--- src/rtl/alu_arb_pkg.sv ---
// Shared types for the two-requester ALU arbiter: ALU control codes, FSM state, owner tag and operand bundle.
package alu_arb_pkg;

  localparam int ALU_WORD_W = 32;
  localparam int ALU_CTRL_W = 4;

  // ALU control codes; these values are forwarded to the ALU unmodified.
  localparam logic [ALU_CTRL_W-1:0] ALU_ADD  = 4'd0;
  localparam logic [ALU_CTRL_W-1:0] ALU_SUB  = 4'd1;
  localparam logic [ALU_CTRL_W-1:0] ALU_AND  = 4'd2;
  localparam logic [ALU_CTRL_W-1:0] ALU_OR   = 4'd3;
  localparam logic [ALU_CTRL_W-1:0] ALU_XOR  = 4'd4;
  localparam logic [ALU_CTRL_W-1:0] ALU_SLL  = 4'd5;
  localparam logic [ALU_CTRL_W-1:0] ALU_SRL  = 4'd6;
  localparam logic [ALU_CTRL_W-1:0] ALU_SRA  = 4'd7;

  typedef enum logic [1:0] {
    IDLE    = 2'd0,
    EXEC    = 2'd1,
    COLLECT = 2'd2,
    RESP    = 2'd3
  } alu_arb_state_e;

  typedef logic owner_t;

  typedef struct packed {
    logic [ALU_CTRL_W-1:0] ctrl;
    logic [ALU_WORD_W-1:0] a;
    logic [ALU_WORD_W-1:0] b;
  } alu_op_t;

endpackage

--- src/rtl/alu_rr_arbiter2.sv ---
// Two-way grant logic. Round-robin by default; ALU_ARB_FIXED_PRIO_EN selects fixed priority (requester 0 wins).
module alu_rr_arbiter2
  import alu_arb_pkg::*;
(
  input  logic       clk,
  input  logic       reset,
  input  logic [1:0] valid_i,
  input  logic       accept_i,
  output logic [1:0] grant_o,
  output owner_t     grant_idx_o
);

`ifdef ALU_ARB_FIXED_PRIO_EN
  logic unused_fixed;
  assign unused_fixed = ^{clk, reset, accept_i};

  always_comb begin
    grant_idx_o = valid_i[0] ? 1'b0 : 1'b1;
  end
`else
  // Holds the index granted on the most recent accept; reset to 1 so requester 0 wins the first tie.
  owner_t last_q;

  always_comb begin
    if (valid_i == 2'b11) grant_idx_o = ~last_q;
    else                  grant_idx_o = valid_i[0] ? 1'b0 : 1'b1;
  end

  always_ff @(posedge clk) begin
    if (reset)         last_q <= 1'b1;
    else if (accept_i) last_q <= grant_idx_o;
  end
`endif

  always_comb begin
    grant_o = 2'b00;
    if (valid_i != 2'b00) grant_o[grant_idx_o] = 1'b1;
  end

endmodule

--- src/rtl/alu_arbiter.sv ---
// Shares one registered ALU between the execute path (req 0) and the address generator (req 1).
// Optional build macro: ALU_ARB_FIXED_PRIO_EN (fixed priority instead of round-robin).
// Handshake: a transfer happens on any cycle where valid and ready are both high; valid never waits on ready.
module alu_arbiter
  import alu_arb_pkg::*;
#(
  parameter int WORD_SIZE = ALU_WORD_W,
  parameter int CTRL_W    = ALU_CTRL_W
) (
  input  logic                 clk,
  input  logic                 reset,
  input  logic                 req0_valid,
  output logic                 req0_ready,
  input  logic [CTRL_W-1:0]    req0_ctrl,
  input  logic [WORD_SIZE-1:0] req0_a,
  input  logic [WORD_SIZE-1:0] req0_b,
  input  logic                 req1_valid,
  output logic                 req1_ready,
  input  logic [CTRL_W-1:0]    req1_ctrl,
  input  logic [WORD_SIZE-1:0] req1_a,
  input  logic [WORD_SIZE-1:0] req1_b,
  output logic                 rsp0_valid,
  input  logic                 rsp0_ready,
  output logic                 rsp1_valid,
  input  logic                 rsp1_ready,
  output logic [WORD_SIZE-1:0] rsp_data,
  output logic [CTRL_W-1:0]    alu_control,
  output logic [WORD_SIZE-1:0] alu_in_1,
  output logic [WORD_SIZE-1:0] alu_in_2,
  input  logic [WORD_SIZE-1:0] alu_out,
  output logic                 busy,
  output alu_arb_state_e       state_o
);

  alu_arb_state_e state_q, state_d;
  alu_op_t        op_q;
  owner_t         owner_q;
  logic [WORD_SIZE-1:0] rsp_data_q;

  logic [1:0] grant;
  owner_t     grant_idx;
  logic       accept;
  logic       owner_rsp_ready;

  assign accept          = (state_q == IDLE) && ((grant & {req1_valid, req0_valid}) != 2'b00);
  assign owner_rsp_ready = owner_q ? rsp1_ready : rsp0_ready;

  alu_rr_arbiter2 u_arb (
    .clk         (clk),
    .reset       (reset),
    .valid_i     ({req1_valid, req0_valid}),
    .accept_i    (accept),
    .grant_o     (grant),
    .grant_idx_o (grant_idx)
  );

  always_ff @(posedge clk) begin
    if (reset) state_q <= IDLE;
    else       state_q <= state_d;
  end

  always_comb begin
    state_d = state_q;
    case (state_q)
      IDLE:    if (accept) state_d = EXEC;
      EXEC:    state_d = COLLECT;
      COLLECT: state_d = RESP;
      RESP:    if (owner_rsp_ready) state_d = IDLE;
      default: state_d = IDLE;
    endcase
  end

  always_comb begin
    req0_ready = 1'b0;
    req1_ready = 1'b0;
    rsp0_valid = 1'b0;
    rsp1_valid = 1'b0;
    busy       = (state_q != IDLE);
    case (state_q)
      IDLE: begin
        req0_ready = grant[0];
        req1_ready = grant[1];
      end
      RESP: begin
        rsp0_valid = ~owner_q;
        rsp1_valid = owner_q;
      end
      default: ;
    endcase
  end

  // Operand registers drive the ALU directly and hold in IDLE so the ALU inputs stay quiet.
  always_ff @(posedge clk) begin
    if (reset) begin
      op_q       <= '{ctrl: ALU_ADD, a: '0, b: '0};
      owner_q    <= 1'b0;
      rsp_data_q <= '0;
    end else begin
      if (accept) begin
        owner_q <= grant_idx;
        op_q    <= grant_idx ? '{ctrl: req1_ctrl, a: req1_a, b: req1_b}
                             : '{ctrl: req0_ctrl, a: req0_a, b: req0_b};
      end
      if (state_q == COLLECT) rsp_data_q <= alu_out;
    end
  end

  assign alu_control = op_q.ctrl;
  assign alu_in_1    = op_q.a;
  assign alu_in_2    = op_q.b;
  assign rsp_data    = rsp_data_q;
  assign state_o     = state_q;

endmodule

--- config.mk ---
export PLATFORM = sky130hd
export DESIGN_NAME = alu_arbiter
export DESIGN_NICKNAME = d
export VERILOG_FILES = /design/src/rtl/alu_arb_pkg.sv /design/src/rtl/alu_rr_arbiter2.sv /design/src/rtl/alu_arbiter.sv
export SDC_FILE = /design/constraint.sdc
export NUM_CORES = 1
export LEC_CHECK = 0
export CORE_MARGIN = 5
export CORE_UTILIZATION = 46
export DETAILED_ROUTE_END_ITERATION = 8
export DONT_BUFFER_PORTS = 1
export PLACE_DENSITY_LB_ADDON = 0.2
export SETUP_SLACK_MARGIN = 0.1
export SLEW_MARGIN = 20
export SYNTH_ARGS = -nofsm -noshare
export SYNTH_HDL_FRONTEND = slang
export SYNTH_SLANG_ARGS = --single-unit
--- constraint.sdc ---
create_clock -name clk -period 3.7 [get_ports clk]
set_input_delay 0.37 -clock clk [delete_from_list [all_inputs] [get_ports clk]]
set_output_delay 0.37 -clock clk [all_outputs]
set_load 0.05 [all_outputs]
Word level (Yosys, flattened, before mapping)
Cells that the tools add are included.
Widths: inputs -> output; s select.

storage, ports and cells
  register bits = 104
  bits of input ports = 174
  logic and storage cells = 39

cells by class
  order comparisons = 2
  equality and inequality tests = 6
  multiplexer cells = 14
  bitwise logic cells = 3
  reduce and logical (&&, ||, !) cells = 7

operators by type and width
  cell                count
  $mux 68             1
  $mux 1              8
  $pmux 2 s4          1
  $eq 2x2->1 const B  3
  $mux 2              3
  $reduce_bool 2->1   3
  $ne 2x2->1 const B  2
  $and 2x2->2         1
  $eq 2x1->1 const B  1
  $logic_and 1x1->1   2
  $logic_not 2->1     1
  $lt 1x2->1 const B  1
  $not 1->1           2
  $reduce_and 2->1    1
  $demux 1 s1         1
  $ge 1x1->1 const B  1

Depth between registers and ports, before layout
Gate-level depths: netlist of the first run.

  depth in word-level cells = 12
  depth in mapped cells = 7
  depth with buffers taken out = 5

Cells and area by module
A second synthesis of the first run with hierarchy kept.

unflattened totals
  cell total of the unflattened synthesis = 448
  area total of the unflattened synthesis = 4662.0 um^2

by module, submodules not included
  module           instances  cells an instance  area an instance (um^2)  sequential area each (um^2)
  alu_arbiter      1          440                4584.4                   2062.0
  alu_rr_arbiter2  1          8                  77.6                     20.0

Worst setup path after synthesis of the first run
OpenSTA, ideal clock, no wires.

  path type = reg-to-output
  start = register state_q[0] (netlist: state_o[0])
  end = output port req1_ready
  arrival time = 2501 ps
  data required time = 3330 ps
  path slack = 829 ps
  cell stages (with the launch flop) = 7
  path buffers = 2
  cell sequence = dfxtp_1 inv_1 ha_1 o21a_4 buf_6 buf_2 a21boi_0

between the ends
  cells in the longest elaborated chain, start to end = 2

ends and longest elaborated chain
  what                    RTL line           RTL
  start, declared         alu_arbiter.sv:35  alu_arb_state_e state_q, state_d;
  start signal, assigned  alu_arbiter.sv:59  else state_q <= state_d;
  $logic_not 2->1         alu_arbiter.sv:79  case (state_q)
  $mux 1                  alu_arbiter.sv:79
  end, declared           alu_arbiter.sv:18  output logic req1_ready,

Every way passes these cells.

Worst setup path after layout of the first run
  start = register state_q[0] (netlist: state_o[0])
  end = output port req0_ready

between the ends
  cells in the longest elaborated chain, start to end = 2

ends and longest elaborated chain
  what             RTL line           RTL
  $logic_not 2->1  alu_arbiter.sv:79
  $mux 1           alu_arbiter.sv:79
  end, declared    alu_arbiter.sv:13  output logic req0_ready,

Every way passes these cells.

==> flow_metrics.tcl, run 1 <==
set metrics [dict create \
    run_status "complete, no violations" \
    ctsLongestPathBuffers 2 \
    grt.met3_usage 0.0826 \
    ioPinCount 281 \
    met2_usage 0.369 \
    die_h_um 110 \
    clock_sinks 104 \
    utilization 0.476 \
    syn_area_per_cell_sq_um 8.77 \
    synth_edf_count 0 \
    dp_hpwl_um 9750 \
    clock_insertion_delay_worst_skew_ns 0.36 \
    syn-instance-count 529 \
    synth-seq-cells 104 \
    antenna_found_initial 0 \
    hp-start "reset" \
    fp.dieArea_sq_mm 0.0122 \
    worst-path-max-fanout 5 \
    hold_viol 0 \
    drive_above_1_share 0.0533 \
    total_power_mw 4.83 \
    cts_buffers 9 \
    r2r-end "alu_in_2[2]" \
    async_flop_share 0 \
    cts_resized 0 \
    final_common_cell "dfxtp_1" \
    place.gp.congestion 0.795 \
    std_cell_rows 36 \
    place_inst 605 \
    ys.flop_type "dfxtp_1" \
    grt_pass1_vias 3824 \
    synthDistinctLibCells 25 \
    synth.net_count 707 \
    worstHoldEndpoint "alu_in_1[12]" \
    end_kind "primary output" \
    finalSetupViolations 0 \
    ff2ff_path_depth 6 \
    cts-hold-fix-buffers 0 \
    grt_pass1_wl_um 21400 \
    hold_depth 1 \
    ant_nets 0 \
    grt_util_met1 0.239 \
    synth_warnings 0 \
    min_path_type "in2reg" \
    r2r_slack_ns 1.22 \
    slew_violations 0 \
    final_cell_mix "dfxtp_1 (104), nor2_1 (102), nand3_1 (68), a311oi_1 (68), o21ai_0 (60)" \
    ir_worst_vdd_mv 0.425 \
    wl_um 14100 \
    synthToLayoutAreaGrowth_pct 0.755 \
    post_cts_buffers 0 \
    h-tree-depth 3 \
    grt_usage 0.213 \
    fin_worst_skew_ns 0.0149 \
    wl_per_cell_um 22.7 \
    start_kind "flop" \
    ys_seq_area_frac 0.449 \
    p_leak_nw 1.61 \
    cts_tree "built" \
    stdcell_count 621 \
    critPathArrivalTime_ns 2.43 \
    io_buffers 0 \
    num_vias 3916 \
    fillers 1013 \
    drt_first_pass_iters 6 \
    r2r-start "state_o[0]" \
    drt_iter0_markers 419 \
    period_needed_ns 2.80 \
    root_buffer "clkbuf_8" \
    fp.dieW_um 110 \
    top_usage_layer "met2" \
    initial_core_util 0.472 \
    crit_type "reg2out" \
    rsz0062_at_grt "false" \
    route.detailed.drc 0 \
    avgViaCountPerCell 6.31 \
    clk_pin_slew_ns 0.11 \
    crit_required_ns 3.33 \
    syn_area_sq_mm 0.00464 \
    p_per_area_mw_per_mm2 1030 \
    relSlewSlack 0.316 \
    grt_start_max_net_pins 107 \
    maxCapViolations 0 \
    finalSetupTns_ns 0 \
    finalCritPeriodShare 0.757 \
    timing.fmax_ghz 0.357 \
    layout.nets 661 \
    worst_pin_slew_ns 1.03 \
    grt.overflow.total 0 \
    n_antenna_cell 0 \
    coreArea_sq_mm 0.00982 \
]
-- flip-flops by register name, indices dropped and copies added (netlist names) --
name and count:
u_arb.last_q 1, alu_control 4, alu_in_1 32, state_o 2
rsp_data 32, owner_q 1, alu_in_2 32
-- how the worst max path moves through the flow --
stage	to	slack, ns	cells after the start	start
3_3_place_gp	req0_ready	1.29	4	state_o[0]
6_report	req0_ready	0.90	4	state_o[0]
3_5_place_dp	alu_in_1[21]	1.24	6	state_o[0]
4_1_cts	req0_ready	0.86	4	state_o[0]
5_1_grt	req0_ready	0.76	4	state_o[0]
2_1_floorplan	req1_ready	0.83	6	state_o[0]
-- cell families after synthesis --
family          after synthesis  synth area share
compound gates              141             0.212
fa+ha+maj                     4            0.0108
buf+inv                      65            0.0842
flops                       104             0.449
mux                          35            0.0755
simple gates                180             0.169
-- synthesized netlist by cell type (2+ instances only) --
master,count,share of area
clkbuf_1,22,0.018
buf_6,14,0.034
ha_1,4,0.011
buf_4,4,0.0065
nand3_1,68,0.073
mux2i_1,35,0.076
buf_2,21,0.023
dfxtp_1,104,0.45
a311oi_1,68,0.13
nor3_1,2,0.0022
nand2b_1,4,0.0054
o21ai_0,60,0.065
inv_1,3,0.0024
nor2_1,102,0.083
o21ai_1,8,0.0086
-- metrics by stage --
step / hold WS (ns) / area [sq um] / setup WS, ns
3_5_place_dp: 0.455 / 4470 / 1.24
2_1_floorplan: 0.462 / 4640 / 0.829
6_report: 0.0722 / 4670 / 0.898
4_1_cts: 0.0476 / 4670 / 0.862
5_1_grt: 0.0346 / 4670 / 0.764
3_3_place_gp: 0.453 / 4470 / 1.29
-- where the power goes --
part | switching (mW) | internal [mW] | total, mW
clock network | 0.404 | 0.295 | 0.699
registers | 1.60 | 1.50 | 3.10
logic | 0.644 | 0.385 | 1.03
total | 2.65 | 2.18 | 4.83
-- cell type report --
type	instances	area [sq um]	share of cell area
well taps	133	166	0.0356
flip-flops and latches	104	2080	0.446
repair buffers	4	30.0	0.00643
inverters	4	16.3	0.00348
multi-input cells	360	2180	0.466
clock buffers	11	151	0.0324
clock inverters	5	48.8	0.0104
-- critical path, stage by stage, from the launching register on --
cell	delay, ns
dfxtp_1	0.52
inv_1	0.21
ha_1	0.28
inv_1	0.28
nor3_2	0.80
-- layer usage --
metal / share of wire / vias up
li1: - / 1837
met1: 0.37 / 1831
met2: 0.50 / 223
met5: 0 / -
met3: 0.10 / 25
met4: 0.023 / 0
Note: power is estimated with default switching activity, not from simulation.
==> run 2, diff against run 1 <==
==> constraint.sdc (replaced) <==
create_clock -name clk -period 2.47 [get_ports clk]
set_input_delay 0.247 -clock clk [delete_from_list [all_inputs] [get_ports clk]]
set_output_delay 0.247 -clock clk [all_outputs]
set_load 0.05 [all_outputs]
==> flow_metrics.tcl, run 2 (synthesized netlist as in run 1, its figures left out) <==
set metrics [dict create \
    io_buffers 0 \
    cts_buffers 9 \
    period_needed_ns 2.14 \
    final_common_cell "dfxtp_1" \
    placed_area_sq_mm 0.00458 \
    coreArea_sq_mm 0.00982 \
    clk_pin_slew_ns 0.09 \
    final_cell_mix "dfxtp_1 (104), nor2_1 (102), nand3_1 (68), a311oi_1 (68), o21ai_0 (60)" \
    start_kind "flop" \
    fillers 953 \
    end_kind "primary output" \
    rsz0062_at_grt "false" \
    n_antenna_cell 0 \
    std_cell_rows 36 \
    timing.fmax_ghz 0.466 \
    wl_per_cell_um 21.7 \
    grt_start_max_net_pins 103 \
    fin_worst_skew_ns 0.0120 \
    finalSetupTns_ns 0 \
    finalSetupViolations 0 \
    slew_violations 0 \
    relSlewSlack 0.541 \
    root_buffer "clkbuf_8" \
    run_status "complete, no violations" \
    initial_core_util 0.472 \
    worst-path-max-fanout 36 \
    ctsLongestPathBuffers 2 \
    fp.dieW_um 110 \
    regArea_sq_mm 0.00208 \
    ioPinCount 281 \
    critPathArrivalTime_ns 1.90 \
    dp_hpwl_um 9820 \
    fin_area_sq_mm 0.00480 \
    route.detailed.drc 0 \
    wl_um 13700 \
    fp.dieArea_sq_mm 0.0122 \
    ir_worst_vdd_mv 0.602 \
    clock_insertion_delay_worst_skew_ns 0.37 \
    avgViaCountPerCell 6.16 \
    synthToLayoutAreaGrowth_pct 3.56 \
    min_path_type "in2reg" \
    grt_pass1_vias 3825 \
    post_cts_buffers 0 \
    multiInputGateArea_sq_mm 0.00218 \
    ant_nets 0 \
    drive_above_1_share 0.0741 \
    crit_required_ns 2.22 \
    grt.overflow.total 0 \
    finalCritPeriodShare 0.868 \
    drt_first_pass_iters 5 \
    hold_viol 0 \
    place.gp.congestion 0.794 \
    p_per_area_mw_per_mm2 1520 \
    maxCapViolations 0 \
    grt_usage 0.213 \
    layout.nets 672 \
    cts_tree "built" \
    drt_iter0_markers 295 \
    h-tree-depth 3 \
    p_leak_nw 1.69 \
    die_h_um 110 \
    worst_pin_slew_ns 0.689 \
    grt_pass1_wl_um 21400 \
    antenna_found_initial 0 \
    clock_sinks 104 \
    crit_type "reg2out" \
    num_vias 3895 \
]
-- run 2: final cells by class --
class,count,share of cell area
multi-input combinational,360,0.453
sequential,104,0.433
timing repair buffer,15,0.0354
tap,133,0.0346
clock buffer,12,0.0344
clock inverter,4,0.00573
inverter,4,0.00313
-- run 2: timing repair --
item,4_1_cts,5_1_grt
endpoints found under the hold margin,102,0
gates resized for setup,0,0
hold buffers,1,0
-- run 2: critical path, cell delays in order, from the launching register on --
cell,delay [ns]
dfxtp_1,0.32
inv_1,0.10
ha_1,0.25
o21a_4,0.43
a21boi_1,0.21
buf_4,0.22
-- run 2: per-stage QoR --
step	util	power (mW)	cells	hold slack, ns	worst slack (ns)
after CTS	0.489	7.38	632	0.0171	0.288
after floorplan	-	6.05	529	0.394	0.0853
after detailed placement	0.467	6.33	615	0.332	0.613
after global placement	0.467	6.27	615	0.330	0.689
after global routing	0.489	7.70	632	0.0214	0.164
final	0.489	7.32	632	0.0382	0.325
-- run 2: routing by layer --
layer	part of all wire	GRT usage	wire [um]	vias up
met3	0.097	0.0815	1330	17
met1	0.39	0.247	5380	1813
met5	0	0	0	-
li1	-	-	-	1855
met2	0.50	0.364	6850	210
met4	0.013	0.0640	178	0
-- run 2: path summary, 6_finish.rpt --
kind	startpoint	endpoint	slack, ns	cells after the start
worst max register to register	state_o[0]	alu_in_2[31]	0.61	6
worst min-delay path	alu_out[6]	rsp_data[6]	0.04	2
worst min register to register	u_arb.last_q	u_arb.last_q	0.51	1
worst max-delay path	state_o[0]	req1_ready	0.33	5
-- run 2: report_power, final --
| group | internal (mW) | total (mW) | switching, mW |
|---|---|---|---|
| combinational | 0.660 | 1.71 | 1.04 |
| clock | 0.450 | 1.02 | 0.574 |
| sequential | 2.24 | 4.59 | 2.35 |
| total | 3.35 | 7.32 | 3.96 |
==> run 3, diff against run 2 <==
--- a/config.mk
+++ b/config.mk
@@ -6,7 +6,7 @@
 export NUM_CORES = 1
 export LEC_CHECK = 0
 export CORE_MARGIN = 5
-export CORE_UTILIZATION = 46
+export CORE_UTILIZATION = 30
 export DETAILED_ROUTE_END_ITERATION = 8
 export DONT_BUFFER_PORTS = 1
 export PLACE_DENSITY_LB_ADDON = 0.2
==> flow_metrics.tcl, run 3 (synthesized netlist as in run 1, its figures left out) <==
set metrics [dict create \
    relSlewSlack 0.438 \
    drive_above_1_share 0.0721 \
    cts_buffers 9 \
    drt_first_pass_iters 5 \
    place.gp.congestion 0.771 \
    finalCritPeriodShare 0.809 \
    p_sw_mw 4.08 \
    fin_worst_skew_ns 0.0125 \
    utilization 0.328 \
    stdcell_count 687 \
    root_buffer "clkbuf_16" \
    crit_required_ns 2.22 \
    rsz0062_at_grt "false" \
    run_status "complete, no violations" \
    h-tree-depth 3 \
    fp.dieW_um 134 \
    final_common_cell "dfxtp_1" \
    dp_hpwl_um 10300 \
    final_cell_mix "dfxtp_1 (104), nor2_1 (102), nand3_1 (68), a311oi_1 (68), o21ai_0 (60)" \
    worst-path-max-fanout 47 \
    timing.fmax_ghz 0.500 \
    switching_share 0.522 \
    start_kind "flop" \
    post-place-ws_ns 0.557 \
    finalSetupViolations 0 \
    post_cts_buffers 0 \
    min_path_type "in2reg" \
    die_h_um 134 \
    multiInputGateArea_sq_mm 0.00218 \
    initial_core_util 0.305 \
    grt.overflow.total 0 \
    ant_nets 0 \
    place_inst 669 \
    clk_pin_slew_ns 0.07 \
    clock_sinks 104 \
    regArea_sq_mm 0.00208 \
    drt_iter0_markers 210 \
    coreArea_sq_mm 0.0152 \
    io_buffers 0 \
    ioPinCount 281 \
    clock_insertion_delay_worst_skew_ns 0.35 \
    slew_violations 0 \
    p_leak_nw 1.75 \
    num_vias 3904 \
    wl_per_cell_um 21.2 \
    route.detailed.drc 0 \
    avgViaCountPerCell 5.68 \
    layout.nets 672 \
    ctsLongestPathBuffers 2 \
    synthToLayoutAreaGrowth_pct 7.66 \
    total_power_mw 7.82 \
    seq_power_share 0.588 \
    hold_viol 0 \
    end_kind "primary output" \
    fillers 1565 \
    period_needed_ns 2.00 \
    r2r_slack_ns 0.54 \
    crit_type "reg2out" \
    fp.dieArea_sq_mm 0.0180 \
    internal_power_mw 3.74 \
    worst_pin_slew_ns 0.842 \
    grt_start_max_net_pins 102 \
    grt_usage 0.151 \
    maxCapViolations 0 \
    cts_tree "built" \
    fin_ws_ns 0.471 \
    std_cell_rows 45 \
    pwr-share-clk 0.193 \
    finalSetupTns_ns 0 \
    wl_um 14600 \
    p_per_area_mw_per_mm2 1570 \
    p_comb_frac 0.219 \
    critPathArrivalTime_ns 1.75 \
    n_antenna_cell 0 \
    grt_pass1_wl_um 21400 \
    antenna_found_initial 0 \
    ir_worst_vdd_mv 0.422 \
    grt_pass1_vias 3836 \
]
[run 3: cell types whose count changed in the layout (fill, tap and decap cells not counted), sizes merged]
cell         delta
dlygate4sd3     +1
buf             -1
clkinv          -3
inv             +4
clkbuf          -2
bufinv          +1
[run 3: timing repair]
item,in CTS,in global routing
endpoints found under the hold margin,101,0
hold buffers,2,0
gates resized for setup,0,0
[run 3: layout make-up]
class | count | share of cell area
multi-input cells | 360 | 0.436
clock inverters | 6 | 0.0145
clock buffers | 10 | 0.0479
flip-flops and latches | 104 | 0.417
repair buffers | 15 | 0.0346
inverters | 4 | 0.00301
well taps | 188 | 0.0471
[run 3: path summary, 6_finish.rpt]
| path | from | cells past startpoint | endpoint |
|---|---|---|---|
| worst max-delay path | u_arb.last_q | 3 | req0_ready |
| worst min register to register | u_arb.last_q | 1 | u_arb.last_q |
| worst max register to register | u_arb.last_q | 4 | alu_in_2[11] |
| worst min-delay path | alu_out[14] | 2 | rsp_data[14] |
[run 3: through the flow]
step	instance area, sq um	hold WS [ns]
6_report	4990	0.0577
3_3_place_gp	4640	0.331
2_1_floorplan	4640	0.394
4_1_cts	4990	0.0384
5_1_grt	4990	0.0425
3_5_place_dp	4640	0.334
[run 3: critical path, cell delays in order (launching register included)]
cell	delay [ns]
dfxtp_1	0.32
and2b_2	0.76
nor3_2	0.10
buf_4	0.23
[run 3: metal layers]
| metal | part of all wire | GRT usage | up-vias |
|---|---|---|---|
| li1 | - | - | 1854 |
| met1 | 0.39 | 0.180 | 1779 |
| met2 | 0.46 | 0.242 | 255 |
| met3 | 0.13 | 0.0746 | 16 |
| met4 | 0.012 | 0.0452 | 0 |
| met5 | 0 | 0 | - |
[run 3: power groups by stage]
stage / clock (mW) / combinational, mW / sequential, mW
after global placement: 0 / 1.66 / 4.65
after CTS: 1.56 / 1.74 / 4.61
final: 1.51 / 1.72 / 4.59
after floorplan: 0 / 1.54 / 4.51
after global routing: 1.65 / 1.95 / 4.66
after detailed placement: 0 / 1.71 / 4.65
